<file path="src/rtl/mem_port_arbiter.sv">
// Single-port memory arbiter for the IF (fetch) and MEM (data) ports.
// Optional fetch-starvation guard: define MEM_PORT_ARBITER_FAIR_EN.
module mem_port_arbiter #(
   parameter int ADDR_WIDTH   = 32,
   parameter int DATA_WIDTH   = 32,
   parameter int MEM_LATENCY  = 2,
   parameter int STARVE_LIMIT = 4
) (
   input  logic                  clk,
   input  logic                  rst_n,
   input  logic                  if_req,
   input  logic [ADDR_WIDTH-1:0] if_addr,
   output logic [DATA_WIDTH-1:0] if_rdata,
   output logic                  if_ready,
   input  logic                  dm_req,
   input  logic                  dm_we,
   input  logic [ADDR_WIDTH-1:0] dm_addr,
   input  logic [DATA_WIDTH-1:0] dm_wdata,
   output logic [DATA_WIDTH-1:0] dm_rdata,
   output logic                  dm_ready,
   output logic                  mem_en,
   output logic                  mem_we,
   output logic [ADDR_WIDTH-1:0] mem_addr,
   output logic [DATA_WIDTH-1:0] mem_wdata,
   input  logic [DATA_WIDTH-1:0] mem_rdata,
   output logic                  stall_if,
   output logic                  stall_mem,
   output logic                  busy
);

   localparam int CW = $clog2(MEM_LATENCY + 1);

   typedef enum logic [1:0] {
      IDLE,
      ACCESS,
      RESP
   } state_t;

   state_t          state;
   state_t          stateNext;
   logic [CW-1:0]   latCnt;
   logic            grantData;
   logic            reqAny;
   logic            pickData;
   logic            starved;
   logic            latDone;

   assign reqAny   = if_req | dm_req;
   assign latDone  = (latCnt == '0);
   assign pickData = dm_req & ~starved;

`ifdef MEM_PORT_ARBITER_FAIR_EN
   localparam int SW = (STARVE_LIMIT < 1) ? 1 : $clog2(STARVE_LIMIT + 1);

   logic [SW-1:0] starveCnt;

   assign starved = if_req & (starveCnt == SW'(STARVE_LIMIT));

   // counts data grants that overtook a waiting fetch
   always_ff @(posedge clk or negedge rst_n) begin
      if (!rst_n) begin
         starveCnt <= '0;
      end else if (state == IDLE && reqAny) begin
         if (pickData && if_req) begin
            starveCnt <= starveCnt + 1'b1;
         end else begin
            starveCnt <= '0;
         end
      end
   end
`else
   assign starved = 1'b0;
`endif

   always_ff @(posedge clk or negedge rst_n) begin
      if (!rst_n) begin
         state <= IDLE;
      end else begin
         state <= stateNext;
      end
   end

   always_comb begin
      stateNext = state;
      unique case (state)
         IDLE:    if (reqAny) stateNext = ACCESS;
         ACCESS:  if (latDone) stateNext = RESP;
         RESP:    stateNext = IDLE;
         default: stateNext = IDLE;
      endcase
   end

   always_ff @(posedge clk or negedge rst_n) begin
      if (!rst_n) begin
         mem_en    <= 1'b0;
         mem_we    <= 1'b0;
         mem_addr  <= '0;
         mem_wdata <= '0;
         latCnt    <= '0;
         grantData <= 1'b0;
         if_ready  <= 1'b0;
         dm_ready  <= 1'b0;
         if_rdata  <= '0;
         dm_rdata  <= '0;
      end else begin
         mem_en   <= 1'b0;
         mem_we   <= 1'b0;
         if_ready <= 1'b0;
         dm_ready <= 1'b0;
         unique case (state)
            IDLE: begin
               if (reqAny) begin
                  grantData <= pickData;
                  mem_en    <= 1'b1;
                  mem_we    <= pickData & dm_we;
                  mem_addr  <= pickData ? dm_addr : if_addr;
                  mem_wdata <= pickData ? dm_wdata : '0;
                  latCnt    <= CW'(MEM_LATENCY);
               end
            end
            ACCESS: begin
               if (latDone) begin
                  if (grantData) begin
                     dm_rdata <= mem_rdata;
                  end else begin
                     if_rdata <= mem_rdata;
                  end
                  dm_ready <= grantData;
                  if_ready <= ~grantData;
               end else begin
                  latCnt <= latCnt - 1'b1;
               end
            end
            default: begin
            end
         endcase
      end
   end

   // rst_n gating keeps stalls low while reset is held
   assign stall_if  = rst_n & if_req & ~if_ready;
   assign stall_mem = rst_n & dm_req & ~dm_ready;
   assign busy      = (state != IDLE);

endmodule

</file>
<file path="config.mk">
export PLATFORM = sky130hd
export DESIGN_NAME = mem_port_arbiter
export DESIGN_NICKNAME = d
export VERILOG_FILES = /design/src/rtl/mem_port_arbiter.sv
export SDC_FILE = /design/constraint.sdc
export NUM_CORES = 1
export LEC_CHECK = 0
export BUFFER_PORTS_ARGS = -buffer_cell sky130_fd_sc_hd__buf_2
export CAP_MARGIN = 30
export CORE_MARGIN = 3
export CORE_UTILIZATION = 43
export CTS_BUF_LIST = sky130_fd_sc_hd__clkbuf_4 sky130_fd_sc_hd__clkbuf_8
export DETAILED_ROUTE_END_ITERATION = 16
export PLACE_DENSITY = 0.75
export SYNTH_ARGS = -nofsm -noshare
export SYNTH_HDL_FRONTEND = slang
export SYNTH_SLANG_ARGS = --single-unit
</file>
<file path="constraint.sdc">
create_clock -name clk -period 1.81 [get_ports clk]
set_clock_uncertainty 0.15 [all_clocks]
set_input_delay 0.0905 -clock clk [delete_from_list [all_inputs] [get_ports clk]]
set_output_delay 0.0905 -clock clk [all_outputs]
set_load 0.05 [all_outputs]
</file>
* After elaboration in Yosys (flattened, before gate mapping)
Index checks and enable logic that the tools add are counted.
** Word-level totals
- Word-level logic and storage cells :: 50
- Input bits :: 133
- Bits in registers :: 137
- Output and inout port bits :: 135
** Cells by class
- Multiplexer cells :: 16
- Bitwise logic cells :: 9
- Equal/unequal tests :: 4
- Add/subtract/negate cells :: 1
- Reduce and logical (&&, ||, !) cells :: 9
** Operators by type and width (count)
- 2-to-1 mux 32 bit :: 2
- AND reduction 3 bit :: 3
- 2-to-1 mux 1 bit :: 8
- 2-to-1 mux 2 bit :: 4
- case mux 2 bit (2 select lines) :: 2
- != test 2 bit, second input constant :: 3
- bitwise AND 1 bit :: 5
- logical NOT 2 bit :: 2
- AND reduction 2 bit :: 2
- nonzero test 2 bit :: 2
- inverter 1 bit :: 3
- equality test 2 x 1 -> 1 bit, second input constant :: 1
- subtractor 2 x 1 -> 2 bit, second input constant :: 1
- bitwise OR 1 bit :: 1

* Depth between registers and ports, before layout
- Word-level depth :: 3
- Depth in mapped cells :: 7
- Gate-level depth less buffers :: 5

* Least setup slack after synthesis
OpenSTA, ideal clock, no wires.
- Path type :: reg-to-reg
- Start :: register latCnt[0]
- End :: register if_rdata[10]
- Arrival :: 1573 ps
- Slack :: -38 ps
- Cell stages (with the launch flop) :: 8
- Setup time :: 125 ps
- Path buffers :: 2
- Path through :: dfrtp_1 > inv_1 > ha_1 > and3b_4 > nor2b_4 > buf_6 > buf_12 > mux2_4
** Between the ends
- Word-level cells in the longest chain between the ends :: 2
** RTL lines
- start, declared :: line 41 : logic [CW-1:0] latCnt;
- start signal, assigned :: line 118 : latCnt <= CW'(MEM_LATENCY);
- start signal, assigned :: line 131 : latCnt <= latCnt - 1'b1;
- logical NOT 2 bit :: line 49 : assign latDone = (latCnt == '0);
- AND reduction 3 bit (no line)
- end signal, assigned :: line 126 : if_rdata <= mem_rdata;
- end, declared :: line 13 : output logic [DATA_WIDTH-1:0] if_rdata,
No other way between the ends.
A chain may end at the register's enable or synchronous reset.

* Worst setup path after layout
- Start :: register latCnt[1]
- End :: register if_rdata[21]
The elaborated chain is that of the path after synthesis.

==> results.json <==
{
  "vias": 4623,
  "regToRegSetupSlack_ns": -0.02,
  "placed_area_mm2": 0.00719,
  "cpPeakStageDelay_ns": 0.39,
  "maxCapViolCount": 0,
  "criticalPathCategory": "flip-flop to flip-flop",
  "yosysSeqAreaShare_pct": 61.1,
  "gp_routability_congestion": 0.741,
  "synth_nets": 481,
  "rows": 41,
  "finalPower_mw": 18.7,
  "die_area_mm2": 0.0145,
  "period_share_pct": 101,
  "area_growth_pct": 61.9,
  "fin_ws_ns": -0.0163,
  "cp-start-kind": "flip-flop",
  "clockRootBuffer": "clkbuf_8",
  "grt_pass1_vias": 5114,
  "place_inst": 780,
  "reg2reg_to": "if_rdata[21]$_DFFE_PN0P_",
  "finalHoldViolCount": 0,
  "hp-class": "primary input to flip-flop",
  "drt_first_pass_iters": 4,
  "cp_top_family": "buffers and inverters",
  "cp_max_fo": 7,
  "cp.depth": 7,
  "route.detailed.drc": 0,
  "synth_area_mm2": 0.00561,
  "stdcell_area_mm2": 0.00909,
  "setup_viol": 11,
  "wl_um": 17100,
  "insertedDiodeCount": 0,
  "initial_core_util_pct": 44.3,
  "dp_hpwl_um": 9940,
  "worst_pin_slew_ns": 0.526,
  "clk_pin_slew_ns": 0.08,
  "clock-sinks": 137,
  "synth_cell_types": 24,
  "grt_pass1_wl_um": 26400,
  "synthArstFlopShare_pct": 100,
  "drive_gt1_share_pct": 58.8,
  "worstRegToRegCells": 7,
  "cp.required_ns": 1.98,
  "synth_area_per_cell_um2": 16.2,
  "grt_antenna_before_repair": 0,
  "die_h_um": 120,
  "ir_worst_vdd_v": 0.00174,
  "synth_common_cells": "dfrtp_1 (137), mux2_2 (99), a22o_1 (33), mux2_4 (29), buf_2 (13)",
  "fillCellCount": 846,
  "power_density_mw_per_mm2": 2050,
  "rsz0062_at_grt": "yes",
  "grt-ovfl-total": 0,
  "min_from": "dm_req",
  "worstSetupEndpointType": "flip-flop",
  "syn_inst": 347,
  "yosys.area.top_type_share_pct": 61.1,
  "htree_levels": 4,
  "fin_crit_ns": 1.83,
  "synth_top_area_cell": "dfrtp_1",
  "final-instance-count-excl-fill": 951,
  "r2r-start": "latCnt[1]$_DFFE_PN0P_",
  "ys_top_cells_by_area": "dfrtp_1 (61%), mux2_2 (20%), mux2_4 (7.8%)",
  "drt-initial-drc-count": 276,
  "via_per_inst": 4.86,
  "grt_start_max_net_pins": 91,
  "ys.warnings.count": 0,
  "core_area_mm2": 0.0127,
  "cts_made_buffers": 17,
  "ys.flop_type": "dfrtp_1",
  "cp_num_buf_inv": 3,
  "slew_viol_final": 0,
  "grt_use_total_pct": 23.4,
  "clk_latency_ns": 0.43,
  "cts_tree": "done",
  "clockBufferDepth": 2,
  "fin_nets": 901,
  "cellLeakagePower_nw": 4.51,
  "status": "finished with violations",
  "ios": 268,
  "synth_edf_count": 0,
  "cp.arrival_ns": 1.99,
  "min_to": "mem_en$_DFF_PN0_",
  "violations": "negative setup slack",
  "relSlewSlack_pct": 64.9,
  "ys_ff_latch": 137,
  "wl_per_cell_um": 18.0,
  "die_x_um": 120,
  "clock.fmax_mhz": 548,
  "hold-path-cell-count": 4,
  "worstPathCellList": "inv_2, ha_4, and3b_4, nor2b_4, buf_12, clkbuf_16, mux2_4",
  "portBuffers": 267,
  "slowest_stage": "dfrtp_1",
  "yosysMostFrequentCell": "dfrtp_1",
  "ant_nets": 0
}
## worst register-to-register path, delay by kind of cell, from the launching register on
kind	cells	cell delay [ns]
adder cells (fa/ha/maj)	1	0.14
buffers and inverters	3	0.40
flip-flops	1	0.39
multiplexers	1	0.30
AND/OR/NAND/NOR	2	0.34
## layout by cell type, fill, tap and decap left out, drive strengths merged, types with 3 or more instances in the layout
cell and count:
bufinv 3, mux2 128, inv 6, a22o 33, nand2 5, buf 287, dfrtp 137, clkinv 5
dlygate4sd3 133, nor2 3, clkbuf 23
## how the worst max path moves through the flow
| stage | start | end | slack [ns] |
|---|---|---|---|
| final | latCnt[1]$_DFFE_PN0P_ | if_rdata[21]$_DFFE_PN0P_ | -0.02 |
| after floorplan | latCnt[0]$_DFFE_PN0P_ | if_rdata[10]$_DFFE_PN0P_ | -0.01 |
| after detailed placement | latCnt[1]$_DFFE_PN0P_ | if_rdata[2]$_DFFE_PN0P_ | -0.02 |
| after CTS | latCnt[1]$_DFFE_PN0P_ | if_rdata[2]$_DFFE_PN0P_ | -0.02 |
| after global placement | latCnt[1]$_DFFE_PN0P_ | if_rdata[2]$_DFFE_PN0P_ | 0.009 |
| after global routing | latCnt[1]$_DFFE_PN0P_ | if_rdata[21]$_DFFE_PN0P_ | -0.04 |
## layer usage
metal	up-vias	track usage [%]	routed length, µm	share of wire [%]
met5	-	0	0	0
met4	0	9.35	391	2.3
met3	38	7.30	1200	7.0
met2	202	42.3	9080	53
met1	2295	25.4	6470	38
li1	2088	-	-	-
## cell families after synthesis
group	synth area share (%)
flip-flops	61.1
adder cells (fa/ha/maj)	0.223
buffers and inverters	3.63
multiplexers	27.6
AND/OR/NAND/NOR	1.61
AO/OA/AOI/OAI	5.84
## flip-flops by register name, indices dropped and copies added, names as in the netlist, 2 cells and up
| name | flops |
|---|---|
| if_rdata | 32 |
| mem_wdata | 32 |
| latCnt | 2 |
| state | 2 |
| dm_rdata | 32 |
| mem_addr | 32 |
## cell type report
class | count | area (µm²) | share of cell area, %
Clock buffer | 20 | 269 | 2.96
Tap cell | 172 | 215 | 2.37
Timing Repair Buffer | 423 | 2990 | 32.9
Multi-Input combinational cell | 183 | 2020 | 22.2
Clock inverter | 11 | 146 | 1.61
Sequential cell | 137 | 3430 | 37.7
Inverter | 5 | 18.8 | 0.206
## through the flow
stage / utilization [%] / TNS [ns] / setup WS [ns] / hold slack, ns
6_report: 71.7 / -0.0782 / -0.0163 / 0.110
2_1_floorplan: - / -0.369 / -0.0138 / -0.355
5_1_grt: 71.7 / -0.812 / -0.0409 / 0.105
3_5_place_dp: 56.8 / -0.0472 / -0.0198 / -0.256
3_3_place_gp: 56.8 / 0 / 0.00878 / -0.255
4_1_cts: 70.5 / -0.0482 / -0.0174 / -0.283
## power breakdown
part           switching, mW  internal, mW  leakage (nW)  total, mW
sequential             0.869          4.55          1.65       5.42
clock                   1.18          1.44         0.208       2.63
combinational           7.14          3.47          2.64       10.6
## what timing repair did
item	CTS	global route
cloned	0	4
gates resized for setup	1	6
pin swaps	0	1
setup buffers	0	3
hold buffers	132	1
endpoints found under the hold margin	268	2
endpoints found under the setup margin	7	61
Power figures use the tool's default switching activity.
